===== src/rtl/mc_result_uart_tx.sv =====
// mc_result_uart_tx
// Waits for a rising edge on the estimator's finish flag. On that edge it
// snapshots pi_yes, pi_no and rng_exhaust. It then sends one fixed 11-byte
// frame on an 8N1 UART line:
//   A5, {7'b0,rng_exhaust}, pi_yes[31:0] MSB byte first,
//   pi_no[31:0] MSB byte first, XOR of the ten preceding bytes.
// Each byte goes out LSB first, and every bit lasts CLKS_PER_BIT cycles.
//
// Trigger semantics (there is no valid/ready handshake here): the trigger
// is finish & ~finish_q. It is acted on only while the FSM is idle. A
// trigger that arrives while busy is dropped, not queued. busy is high from
// the edge after the trigger up to and including the final stop bit. done
// pulses for one cycle on the edge where busy falls.
module mc_result_uart_tx #(
  parameter int CLKS_PER_BIT = 868
) (
  input  logic        clk,
  input  logic        rst,
  input  logic        finish,
  input  logic [31:0] pi_yes,
  input  logic [31:0] pi_no,
  input  logic        rng_exhaust,
  output logic        tx,
  output logic        busy,
  output logic        done
);

  localparam int BW = (CLKS_PER_BIT > 1) ? $clog2(CLKS_PER_BIT) : 1;
  localparam logic [BW-1:0] BAUD_LAST = BW'(CLKS_PER_BIT - 1);
  localparam logic [3:0]    LAST_BYTE = 4'd10;

  typedef enum logic [1:0] {
    ST_IDLE  = 2'd0,
    ST_START = 2'd1,
    ST_DATA  = 2'd2,
    ST_STOP  = 2'd3
  } state_t;

  state_t        state, state_n;
  logic [BW-1:0] baud_cnt, baud_n;
  logic [2:0]    bit_idx, bit_n;
  logic [3:0]    byte_idx, byte_n;
  logic [31:0]   snap_yes, snap_no;
  logic          snap_exh;
  logic          finish_q;
  logic          tx_n, busy_n, done_n, load_snap;
  logic          trigger;
  logic          baud_last;
  logic [2:0]    bit_nxt;
  logic [7:0]    cur_byte;
  logic [7:0]    checksum;

  assign trigger   = finish & ~finish_q;
  assign baud_last = (baud_cnt == BAUD_LAST);
  assign bit_nxt   = bit_idx + 3'd1;

  // The checksum is formed directly from the snapshot. It is therefore
  // stable for the whole frame and needs no accumulator.
  assign checksum = 8'hA5 ^ {7'b0, snap_exh}
                  ^ snap_yes[31:24] ^ snap_yes[23:16] ^ snap_yes[15:8] ^ snap_yes[7:0]
                  ^ snap_no[31:24]  ^ snap_no[23:16]  ^ snap_no[15:8]  ^ snap_no[7:0];

  // Select the byte currently on the line from the snapshot and byte index.
  always_comb begin
    cur_byte = 8'h00;
    case (byte_idx)
      4'd0:    cur_byte = 8'hA5;
      4'd1:    cur_byte = {7'b0, snap_exh};
      4'd2:    cur_byte = snap_yes[31:24];
      4'd3:    cur_byte = snap_yes[23:16];
      4'd4:    cur_byte = snap_yes[15:8];
      4'd5:    cur_byte = snap_yes[7:0];
      4'd6:    cur_byte = snap_no[31:24];
      4'd7:    cur_byte = snap_no[23:16];
      4'd8:    cur_byte = snap_no[15:8];
      4'd9:    cur_byte = snap_no[7:0];
      4'd10:   cur_byte = checksum;
      default: cur_byte = 8'h00;
    endcase
  end

  // Next-state and next-output logic. tx is computed for the state being
  // entered, so that the registered line changes on the same edge as the
  // state.
  always_comb begin
    state_n   = state;
    baud_n    = baud_cnt;
    bit_n     = bit_idx;
    byte_n    = byte_idx;
    tx_n      = tx;
    busy_n    = busy;
    done_n    = 1'b0;
    load_snap = 1'b0;
    case (state)
      ST_IDLE: begin
        tx_n   = 1'b1;
        busy_n = 1'b0;
        if (trigger) begin
          load_snap = 1'b1;
          state_n   = ST_START;
          baud_n    = '0;
          bit_n     = 3'd0;
          byte_n    = 4'd0;
          tx_n      = 1'b0;
          busy_n    = 1'b1;
        end
      end
      ST_START: begin
        if (baud_last) begin
          baud_n  = '0;
          bit_n   = 3'd0;
          state_n = ST_DATA;
          tx_n    = cur_byte[0];
        end else begin
          baud_n = baud_cnt + 1'b1;
        end
      end
      ST_DATA: begin
        if (baud_last) begin
          baud_n = '0;
          if (bit_idx == 3'd7) begin
            state_n = ST_STOP;
            tx_n    = 1'b1;
          end else begin
            bit_n = bit_nxt;
            tx_n  = cur_byte[bit_nxt];
          end
        end else begin
          baud_n = baud_cnt + 1'b1;
        end
      end
      ST_STOP: begin
        if (baud_last) begin
          baud_n = '0;
          if (byte_idx == LAST_BYTE) begin
            state_n = ST_IDLE;
            byte_n  = 4'd0;
            bit_n   = 3'd0;
            tx_n    = 1'b1;
            busy_n  = 1'b0;
            done_n  = 1'b1;
          end else begin
            byte_n  = byte_idx + 4'd1;
            state_n = ST_START;
            tx_n    = 1'b0;
          end
        end else begin
          baud_n = baud_cnt + 1'b1;
        end
      end
      default: begin
        state_n = ST_IDLE;
        tx_n    = 1'b1;
        busy_n  = 1'b0;
      end
    endcase
  end

  // State, counters, registered outputs and the edge-detect register.
  always_ff @(posedge clk or posedge rst) begin
    if (rst) begin
      state    <= ST_IDLE;
      baud_cnt <= '0;
      bit_idx  <= 3'd0;
      byte_idx <= 4'd0;
      tx       <= 1'b1;
      busy     <= 1'b0;
      done     <= 1'b0;
      finish_q <= 1'b0;
    end else begin
      state    <= state_n;
      baud_cnt <= baud_n;
      bit_idx  <= bit_n;
      byte_idx <= byte_n;
      tx       <= tx_n;
      busy     <= busy_n;
      done     <= done_n;
      finish_q <= finish;
    end
  end

  // The snapshot is loaded only on an accepted trigger. Input changes
  // during a frame therefore never reach the line.
  always_ff @(posedge clk or posedge rst) begin
    if (rst) begin
      snap_yes <= 32'd0;
      snap_no  <= 32'd0;
      snap_exh <= 1'b0;
    end else if (load_snap) begin
      snap_yes <= pi_yes;
      snap_no  <= pi_no;
      snap_exh <= rng_exhaust;
    end
  end

endmodule


===== config.mk =====
export PLATFORM = sky130hd
export DESIGN_NAME = mc_result_uart_tx
export DESIGN_NICKNAME = d
export VERILOG_FILES = /design/src/rtl/mc_result_uart_tx.sv
export SDC_FILE = /design/constraint.sdc
export NUM_CORES = 1
export LEC_CHECK = 0
export BUFFER_PORTS_ARGS = -buffer_cell sky130_fd_sc_hd__buf_2
export CORE_MARGIN = 3
export CORE_UTILIZATION = 40
export CTS_CLUSTER_SIZE = 30
export DETAILED_ROUTE_END_ITERATION = 7
export GPL_ROUTABILITY_DRIVEN = 0
export SETUP_SLACK_MARGIN = 0.5
export SYNTH_ARGS = -nofsm -noshare
export SYNTH_HDL_FRONTEND = slang
export SYNTH_SLANG_ARGS = --single-unit

===== constraint.sdc =====
create_clock -name clk -period 2.88 [get_ports clk]
set_input_delay 0.576 -clock clk [delete_from_list [all_inputs] [get_ports clk]]
set_output_delay 0.576 -clock clk [all_outputs]
set_load 0.01 [all_outputs]

# ---- Word-level counts from Yosys, hierarchy flattened
# Cells that the tools add are included.
dict set report op_classes {
  n_bitwise 11
  n_eq_ne 22
  n_addsub 3
  magnitude_cmp 1
  muxes 38
  reduce_logical 9
}
# op n
set ops {}
lappend ops {{$pmux 8 s11} 1}
lappend ops {{$xor 8x8->8} 8}
lappend ops {{$mux 10} 2}
lappend ops {{$pmux 10 s2} 1}
lappend ops {{$mux 3} 6}
lappend ops {{$eq 4x3->1 const B} 4}
lappend ops {{$mux 1} 14}
lappend ops {{$ne 2x2->1 const B} 7}
lappend ops {{$eq 4x4->1 const B} 3}
lappend ops {{$mux 4} 3}
lappend ops {{$pmux 3 s4} 1}
lappend ops {{$add 10x1->10 const B} 1}
lappend ops {{$eq 10x10->1 const B} 1}
lappend ops {{$mux 2} 5}
lappend ops {{$reduce_and 3->1} 3}
lappend ops {{$eq 4x2->1 const B} 2}
lappend ops {{$pmux 2 s4} 1}
lappend ops {{$pmux 4 s2} 1}
lappend ops {{$reduce_and 6->1} 1}
lappend ops {{$reduce_and 5->1} 1}
lappend ops {{$add 4x1->4 const B} 1}
lappend ops {{$eq 2x2->1 const B} 2}
lappend ops {{$eq 4x1->1 const B} 1}
lappend ops {{$logic_not 4->1} 1}
lappend ops {{other kinds (13)} 13}
dict set report word_totals {
  input_bits 68
  output_inout_bits 3
  ff_bits 88
  elab_cells 95
}

# ---- Longest topological paths before layout
# Gate-level depths: netlist (run 1).
dict set report logic_depth {
  ltp_word 15
  depth_mapped 10
  mapped_depth_nobuf 8
}

# ---- Worst setup path before layout (run 1)
# OpenSTA, ideal clock, no wires.
dict set report synth_timing {
  path_type {flip-flop to flip-flop}
  startpoint {register state[0]}
  endpoint {register snap_exh}
  required_ps 2755
  n_path_buf 3
  path_stages_with_launch 8
  setup_ps 125
  slack_ps 965
  arrival_time_ps 1790
  period_less_slack_ps 1915
  path_cell_list {dfrtp_1 > inv_1 > ha_1 > clkbuf_1 > nand2_1 > clkbuf_1 > buf_2 > mux2_2}
}
dict set report synth_between {
  elab_chain_cells 2
}
# element line
set synth_rtl {}
lappend synth_rtl {{from (decl)} 39} ;# state_t state, state_n;
lappend synth_rtl {{from (signal assigned)} 171} ;# state <= state_n;
lappend synth_rtl {{$logic_not 2->1} 94} ;# case (state)
lappend synth_rtl {{$mux 1} 94}
lappend synth_rtl {{to (signal assigned)} 192} ;# snap_exh <= rng_exhaust;
lappend synth_rtl {{to (decl)} 44} ;# logic snap_exh;
# Every way passes these cells.
# A chain may end at the register's enable or synchronous reset.

# ---- Worst setup path in the final report (run 1)
dict set report layout_timing {
  startpoint {register byte_idx[3]}
  endpoint {register bit_idx[0]}
}
dict set report layout_between {
  elab_chain_cells 3
}
# element line
set layout_rtl {}
lappend layout_rtl {{from (decl)} 42} ;# logic [3:0] byte_idx, byte_n;
lappend layout_rtl {{from (signal assigned)} 174} ;# byte_idx <= byte_n;
lappend layout_rtl {{$eq 4x4->1} 135} ;# if (byte_idx == LAST_BYTE) begin
lappend layout_rtl {{$ne 2x2->1 (no source line)} n/a}
lappend layout_rtl {{$reduce_and 6->1 (no source line)} n/a}
lappend layout_rtl {{to (signal assigned)} 173} ;# bit_idx <= bit_n;
lappend layout_rtl {{to (decl)} 41} ;# logic [2:0] bit_idx, bit_n;
# Every way passes these cells.

==> results of run 1 <==
==> per-layer routing <==
layer	part of all wire [%]	up-vias	wire length [µm]	GRT usage (%)
met4	1.5	0	172	5.23
met2	51	69	5820	28.2
met1	43	1825	4950	20.1
met5	0	-	0	0
li1	-	1778	-	-
met3	4.2	12	485	4.57
==> through the flow <==
stage               cell area, µm²  hold WS [ps]
floorplan                     5170           444
global placement              5620           479
detailed placement            5620           487
CTS                           5950           337
global route                  5950           344
finish                        5950           298
==> cells by family after synthesis <==
kind of cell | share of synthesized area, %
compound gates | 12.2
xor+xnor | 10.1
flops | 42.6
buf+inv | 4.40
fa+ha+maj | 1.94
simple gates | 10.8
mux | 18.0
==> sequential cells by signal, summed over array words and instances (netlist names), 2 cells and up <==
name and cells:
bit_idx 3, baud_cnt 10, snap_no 32, state 2
byte_idx 4, snap_yes 32
==> final timing paths <==
path	end	startpoint	depth (start not counted)
min in group clk	finish_q	finish	1
setup reg to reg	bit_idx[0]	byte_idx[3]	6
max in group asynchronous	tx	rst	3
hold / removal	snap_no[30]	rst	3
hold reg to reg	baud_cnt[9]	baud_cnt[9]	1
setup / recovery	bit_idx[0]	byte_idx[3]	6
==> final cells by class <==
class	instances	area (µm²)
clock buffers	12	246
inverters	11	45.0
well taps	168	210
multi-input cells	332	2740
repair buffers	78	423
flip-flops and latches	88	2210
clock inverters	4	76.3
fillers	1192	6360
==> worst max-delay path, stage by stage, from the launching register on <==
cell and delay, ps:
dfrtp_1 830, and2b_4 310, nand2_2 140, nor2_1 190, o21ai_1 110, nand2b_1 200, mux2_1 320
==> timing repair <==
| action | 4_1_cts | 5_1_grt |
|---|---|---|
| hold buffers | 0 | 0 |
| setup buffers | 0 | 0 |
| hold endpoints to repair | 0 | 0 |
| gates resized for setup | 0 | 2 |
| setup endpoints to repair | 0 | 1 |
==> power groups by stage <==
stage	clock network, W	registers (W)	logic [W]
detailed placement	0	0.00126	0.0000775
finish	0.00127	0.00124	0.0000738
floorplan	0	0.00126	0.0000205
global route	0.00136	0.00124	0.0000856
CTS	0.00130	0.00124	0.0000777
global placement	0	0.00126	0.0000763
==> cell usage in the layout (no fill, tap or decap), drive strengths merged, types with 9 or more instances in the layout <==
master / n
dfrtp: 87
nor2b: 9
xnor2: 51
inv: 11
nor2: 15
nand2: 28
buf: 78
nand3: 9
nand2b: 9
mux2: 73
o21ai: 22
clkbuf: 12
==> flow_summary.yaml, run 1 <==
grt:
  antenna_found_initial: 0
  grt_pass1_vias: 3776
  overflow: 0
  grt_pass1_wl_mm: 18.8
  track_usage_pct: 16.5
  grt_max_degree: 89
cts:
  insertion_delay_ps: 350
  cts-root-buf: "clkbuf_16"
  tritoncts: "yes"
  cts_max_level: 3
  clk_pin_slew_ps: 60
  numCtsBuffers: 9
  clock-sinks: 88
  cts.path.max_buffers: 2
yosys:
  netlist_instances: 454
  ys.warnings.count: 0
  ys_seq_elements: 88
  yosys.area.top_type: "dfrtp_1"
  syn_area_um2: 5170
  synth_commonest_cells: "dfrtp_1, mux2_2, xnor2_1"
  synth_enable_flop_cells: 0
  synth_top_cell_area_share_pct: 42.1
  synth-seq-area-share_pct: 42.6
  yosysUniqueCellTypes: 74
  synth.most_common_cell: "dfrtp_1"
  yosys-top-cells-area: "dfrtp_1, mux2_2, xnor2_1"
  synth_flop_cell: "dfrtp_1"
  syn-num-nets: 530
  async_reset_ff_share_pct: 100
  avgSynthCellArea_um2: 11.4
layout:
  utilization_pct: 48.3
  stdcell_count: 693
  diodes: 0
  nets: 596
  drive_gt1_share_pct: 35.8
  area_delta_synth_final_pct: 15.0
floorplan:
  ios: 71
  core_um2: 12300
  die_h_um: 120
  initial_utilization_pct: 42.0
  die_width_um: 120
  rows: 40
  die-area_um2: 14300
timing:
  finalCritPeriodShare_pct: 77.6
  slew_headroom_pct: 49.6
  hold_violations: 0
  clock_skew_ps: 7.32
  tns_ps: 0
  rsz0062_at_grt: "false"
  timing.final.ws_setup_ps: 646
  max_slew.worst_pin.slew_ps: 756
  clock.fmax_mhz: 448
  slew_viol_final: 0
  setup_violations: 0
  period_needed_ps: 2230
routing:
  drcViolationCount: 0
  viasPerCell: 5.32
  firstDrtPassIters: 4
  vias: 3684
  ant_nets: 0
  wl_per_cell_um: 16.5
  dr.first_iter.drc_count: 242
  routed_wl_mm: 11.4
power:
  peakVddDrop_v: 0.000327
  swShare_pct: 20.2
  pwr-share-clk_pct: 49.2
  p_comb_share_pct: 2.9
  total_leakage_power_nw: 2.73
  powerDensity_nw_per_um2: 434
  seqPwrFrac_pct: 47.9
  totalPowerFinal_w: 0.00258
  p_switching_w: 0.000520
  power.internal_w: 0.00206
setup_path:
  path_max_fanout: 19
  r2r_slack_ps: 650
  end_kind: "register"
  worstPathArrival_ps: 2460
  cp-start-kind: "register"
  path_class: "reg2reg"
  worstPathRequired_ps: 3110
place:
  port_buffers: 70
  place_ws_ps: 622
  dpl.cell_count: 677
  dp_hpwl_mm: 8.43
status:
  status: "completed"
job:
  drv_cap: 0
min_path:
  holdCritPathClass: "in2async"
Note: power is estimated with default switching activity, not from simulation.
==> run 2: changes to the inputs <==
==> constraint.sdc (replaced) <==
create_clock -name clk -period 2.3 [get_ports clk]
set_input_delay 0.46 -clock clk [delete_from_list [all_inputs] [get_ports clk]]
set_output_delay 0.46 -clock clk [all_outputs]
set_load 0.01 [all_outputs]
==> run 2 against run 1 <==
  * Cell area up 8.0%
  * Sequential power up 25%
  * Sequential share of layout area down 2.7 points
  * Wire length up 7.9%
  * Final cell count up 4.9%
  * Critical endpoint is now tx
==> flow_summary.yaml, run 2 (synthesized netlist as in run 1, its figures left out) <==
grt:
  track_usage_pct: 17.9
  grt_max_degree: 89
  antenna_found_initial: 0
  grt_pass1_vias: 4054
  overflow: 0
  grt_pass1_wl_mm: 20.6
job:
  drv_cap: 0
timing:
  tns_ps: 0
  slew_headroom_pct: 66.0
  setup_violations: 0
  slew_viol_final: 0
  rsz0062_at_grt: "true"
  max_slew.worst_pin.slew_ps: 508
  period_needed_ps: 1920
  finalCritPeriodShare_pct: 83.7
  clock_skew_ps: 5.01
  clock.fmax_mhz: 520
  hold_violations: 0
routing:
  drcViolationCount: 0
  ant_nets: 0
  vias: 3937
  dr.first_iter.drc_count: 286
  viasPerCell: 5.42
  firstDrtPassIters: 7
  routed_wl_mm: 12.3
  wl_per_cell_um: 17.0
setup_path:
  worstPathArrival_ps: 2210
  cpMostUsedCell: "xnor2_1"
  crit_buf_inv: 0
  cp_top_family: "XOR/XNOR gates"
  worstPathRequired_ps: 2590
  path_max_fanout: 3
  slowest_delay_ps: 460
  crit_path_cell_trace: "xnor2_1, xnor3_1, xnor2_1, nor2_1, nor3b_2, o31ai_1, a21o_1"
  end_kind: "register"
  cp-start-kind: "register"
  crit_slowest_cell: "xnor3_1"
  path_class: "reg2reg"
layout:
  area_delta_synth_final_pct: 24.2
  top_regs: "snap_no (32), snap_yes (32), baud_cnt (10)"
  mostFrequentLayoutCell: "dfrtp_1"
  nets: 630
  diodes: 0
  utilization_pct: 52.2
  layout_common_cells: "dfrtp_1, buf_2, mux2_2"
  drive_gt1_share_pct: 44.9
cts:
  clk_pin_slew_ps: 60
  cts_hold_buf: 0
  cts.path.max_buffers: 2
  insertion_delay_ps: 340
  numCtsBuffers: 9
  clock-sinks: 88
  tritoncts: "yes"
  cts-root-buf: "clkbuf_16"
  cts_max_level: 3
power:
  total_leakage_power_nw: 2.95
  peakVddDrop_v: 0.000326
  p_comb_share_pct: 2.9
  power.internal_w: 0.00258
  seqPwrFrac_pct: 48.4
  p_switching_w: 0.000622
  powerDensity_nw_per_um2: 498
  swShare_pct: 19.5
  pwr-share-clk_pct: 48.6
floorplan:
  ios: 71
  core_um2: 12300
  die_width_um: 120
  die_h_um: 120
  rows: 40
  initial_utilization_pct: 42.0
  die-area_um2: 14300
place:
  port_buffers: 70
  dp_hpwl_mm: 8.55
status:
  status: "completed"
min_path:
  holdCritPathClass: "in2async"
==> run 2: changes by cell type in the layout (fill, tap and decap cells not counted), sizes merged <==
cell / delta
buf: +32
bufbuf: +1
clkbuf: +1
clkinv: +1
clkinvlp: -1
inv: -1
nand4: +1
==> run 2: final timing paths <==
| check | from | endpoint | slack [ps] | cells after the start |
|---|---|---|---|---|
| max | snap_no[24] | tx | 380 | 7 |
| min | rst | snap_yes[6] | 220 | 3 |
| max reg2reg | snap_no[24] | tx | 380 | 7 |
| min reg2reg | baud_cnt[9] | baud_cnt[9] | 500 | 1 |
| max in group asynchronous | rst | state[1] | 1650 | 3 |
| min in group clk | finish | finish_q | 240 | 1 |
==> run 2: layer usage <==
layer	vias up	GRT usage, %	routed length, µm
li1	1841	-	-
met1	1947	24.1	5500
met2	126	28.7	5950
met3	23	3.63	593
met4	0	6.37	284
met5	-	0	0
==> run 2: power by group through the flow <==
stage	Sequential [W]	Combinational, W	Clock, W
2_1_floorplan	0.00158	0.0000256	0
3_3_place_gp	0.00158	0.0000974	0
3_5_place_dp	0.00158	0.0000984	0
4_1_cts	0.00155	0.0000986	0.00160
5_1_grt	0.00155	0.000109	0.00168
6_report	0.00155	0.0000940	0.00155
==> run 2: layout make-up <==
cell class                 count  area (µm²)
fill                        1115        5890
multi-input combinational    333        2910
sequential                    88        2210
timing repair buffer         111         728
clock buffer                  13         250
tap                          168         210
clock inverter                 3        65.1
inverter                      11        47.5
==> run 2: metrics by stage <==
| step | instances | hold slack (ps) | power (W) | worst slack (ps) | cell area, µm² |
|---|---|---|---|---|---|
| 2_1_floorplan | 454 | 444 | 0.00160 | 510 | 5190 |
| 3_3_place_gp | 683 | 478 | 0.00168 | 143 | 5710 |
| 3_5_place_dp | 683 | 494 | 0.00168 | 173 | 5710 |
| 4_1_cts | 724 | 231 | 0.00325 | 422 | 6330 |
| 5_1_grt | 727 | 235 | 0.00334 | 308 | 6420 |
| 6_report | 727 | 224 | 0.00320 | 375 | 6420 |
==> run 2: what timing repair did <==
action / CTS / global route
gates cloned: 2 / 0
pin swaps: 15 / 7
setup endpoints to repair: 45 / 45
gates resized for setup: 32 / 16
setup buffers: 23 / 3
==> run 2: worst min-delay path: stages <==
cell and delay (ps):
buf_2 110, clkinvlp_4 70, buf_12 360
==> run 3: changes to the inputs <==
==> constraint.sdc (replaced) <==
create_clock -name clk -period 1.8 [get_ports clk]
set_input_delay 0.36 -clock clk [delete_from_list [all_inputs] [get_ports clk]]
set_output_delay 0.36 -clock clk [all_outputs]
set_load 0.01 [all_outputs]
==> run 3 against run 2 <==
  * The run now ends with setup timing left
  * Highest routed layer unchanged
  * Critical path depth rose by 1
  * Hold slack worse by 95 ps
  * Flip-flop and latch count is the same
  * Count of clock-buffer cells in the layout is 2 lower
  * Critical path type unchanged
  * Non-clock buffer count grew 60
  * Total power is 27% higher
  * Sequential power grew 28%
==> flow_summary.yaml, run 3 (synthesized netlist as in run 1, its figures left out) <==
power:
  powerDensity_nw_per_um2: 540
  peakVddDrop_v: 0.000538
  total_leakage_power_nw: 3.61
place:
  dpl.cell_count: 731
  port_buffers: 70
  placed_area_um2: 6150
  dp_hpwl_mm: 9.54
layout:
  stdcell_count: 786
  top_regs: "snap_no (32), snap_yes (32), baud_cnt (10)"
  mostFrequentLayoutCell: "dfrtp_1"
  nets: 689
  nFillCells: 1008
  utilization_pct: 60.8
  drive_gt1_share_pct: 54.0
  layout_common_cells: "dfrtp_1, buf_2, mux2_4"
  final_area_um2: 7490
  area_delta_synth_final_pct: 44.9
  diodes: 0
routing:
  wl_per_cell_um: 18.6
  firstDrtPassIters: 5
  vias: 4221
  ant_nets: 0
  drcViolationCount: 0
  dr.first_iter.drc_count: 224
  viasPerCell: 5.37
  routed_wl_mm: 14.6
setup_path:
  worstPathRequired_ps: 2080
  startpoint: "byte_idx[1]"
  cp-start-kind: "register"
  rr_startpoint: "byte_idx[1]"
  path_max_fanout: 5
  end_kind: "register"
  worstPathArrival_ps: 2210
  path_class: "reg2reg"
  r2r_slack_ps: -130
timing:
  hold_violations: 0
  max_slew.worst_pin.slew_ps: 578
  setup_violations: 3
  timing.final.ws_setup_ps: -126
  clock.fmax_mhz: 519
  period_needed_ps: 1930
  clock_skew_ps: 7.94
  rsz0062_at_grt: "true"
  slew_headroom_pct: 61.3
  slew_viol_final: 0
  finalCritPeriodShare_pct: 107
grt:
  grt_pass1_vias: 4418
  grt_max_degree: 89
  overflow: 0
  track_usage_pct: 20.8
  antenna_found_initial: 0
  grt_pass1_wl_mm: 23.5
cts:
  tritoncts: "yes"
  clk_pin_slew_ps: 60
  numCtsBuffers: 9
  cts_max_level: 3
  cts_hold_buf: 0
  cts.path.max_buffers: 2
  clock-sinks: 88
  insertion_delay_ps: 350
  cts-root-buf: "clkbuf_16"
job:
  drv_cap: 0
min_path:
  holdCritPathClass: "in2reg"
  min_from: "finish"
floorplan:
  initial_utilization_pct: 42.0
  die_width_um: 120
  rows: 40
  ios: 71
  die_h_um: 120
  die-area_um2: 14300
  core_um2: 12300
status:
  violations: "setup timing"
  status: "finished, violations left"
==> run 3: cell count changes in the layout (fill, tap and decap cells not counted), moves of 8 or more <==
cell | previous run | this run
mux2_2 | 69 | 2
buf_6 | 2 | 20
mux2_4 | 2 | 69
buf_4 | 31 | 66
o21ai_0 | 18 | 7
buf_16 | 0 | 8
==> run 3: cell type report <==
class | instances | area (µm²) | share of cell area (%)
Tap cell | 168 | 210 | 2.81
Clock buffer | 11 | 253 | 3.37
Inverter | 11 | 47.5 | 0.635
Multi-Input combinational cell | 332 | 3290 | 43.9
Timing Repair Buffer | 171 | 1430 | 19.0
Clock inverter | 5 | 55.1 | 0.735
Sequential cell | 88 | 2210 | 29.5
==> run 3: power breakdown <==
part           switching, W  internal [W]  total (W)
registers       0.000000536       0.00198    0.00198
clock network      0.000790       0.00115    0.00194
logic             0.0000687     0.0000621   0.000131
total              0.000859       0.00319    0.00405
==> run 3: layer usage <==
metal,vias up,routed length [µm],GRT usage (%)
met2,119,7090,33.9
met1,2108,6530,27.9
li1,1965,-,-
met3,29,633,4.15
met4,0,361,6.94
met5,-,0,0
==> run 3: what timing repair did <==
action / 4_1_cts / 5_1_grt
endpoints found under the setup margin: 88 / 88
resized for setup: 121 / 33
pin swaps: 9 / 14
setup buffers: 23 / 7
cloned: 8 / 1
==> run 3: critical path, cell delays in order, from the launching register on <==
cell      delay [ps]
dfrtp_2          440
buf_4            160
nor2b_2          150
a22o_1           240
a221oi_2         250
o221ai_1         150
a31oi_1          190
o31ai_1           90
a21o_1           180
==> run 3: path summary, 6_finish.rpt <==
kind / endpoint / cells past startpoint
min reg2reg: baud_cnt[9] / 1
min in group asynchronous: snap_yes[27] / 3
max in group asynchronous: byte_idx[1] / 3
max: tx / 8
max reg2reg: tx / 8
min: finish_q / 1
==> run 3: stage by stage <==
| stage | hold slack, ps | TNS (ps) | setup slack, ps | power (W) |
|---|---|---|---|---|
| 6_report | 129 | -151 | -126 | 0.00405 |
| 5_1_grt | 121 | -600 | -182 | 0.00421 |
| 4_1_cts | 119 | -114 | -89.0 | 0.00410 |
| 3_5_place_dp | 463 | -309 | -187 | 0.00215 |
| 3_3_place_gp | 471 | -219 | -145 | 0.00214 |
| 2_1_floorplan | 391 | 0 | 129 | 0.00205 |
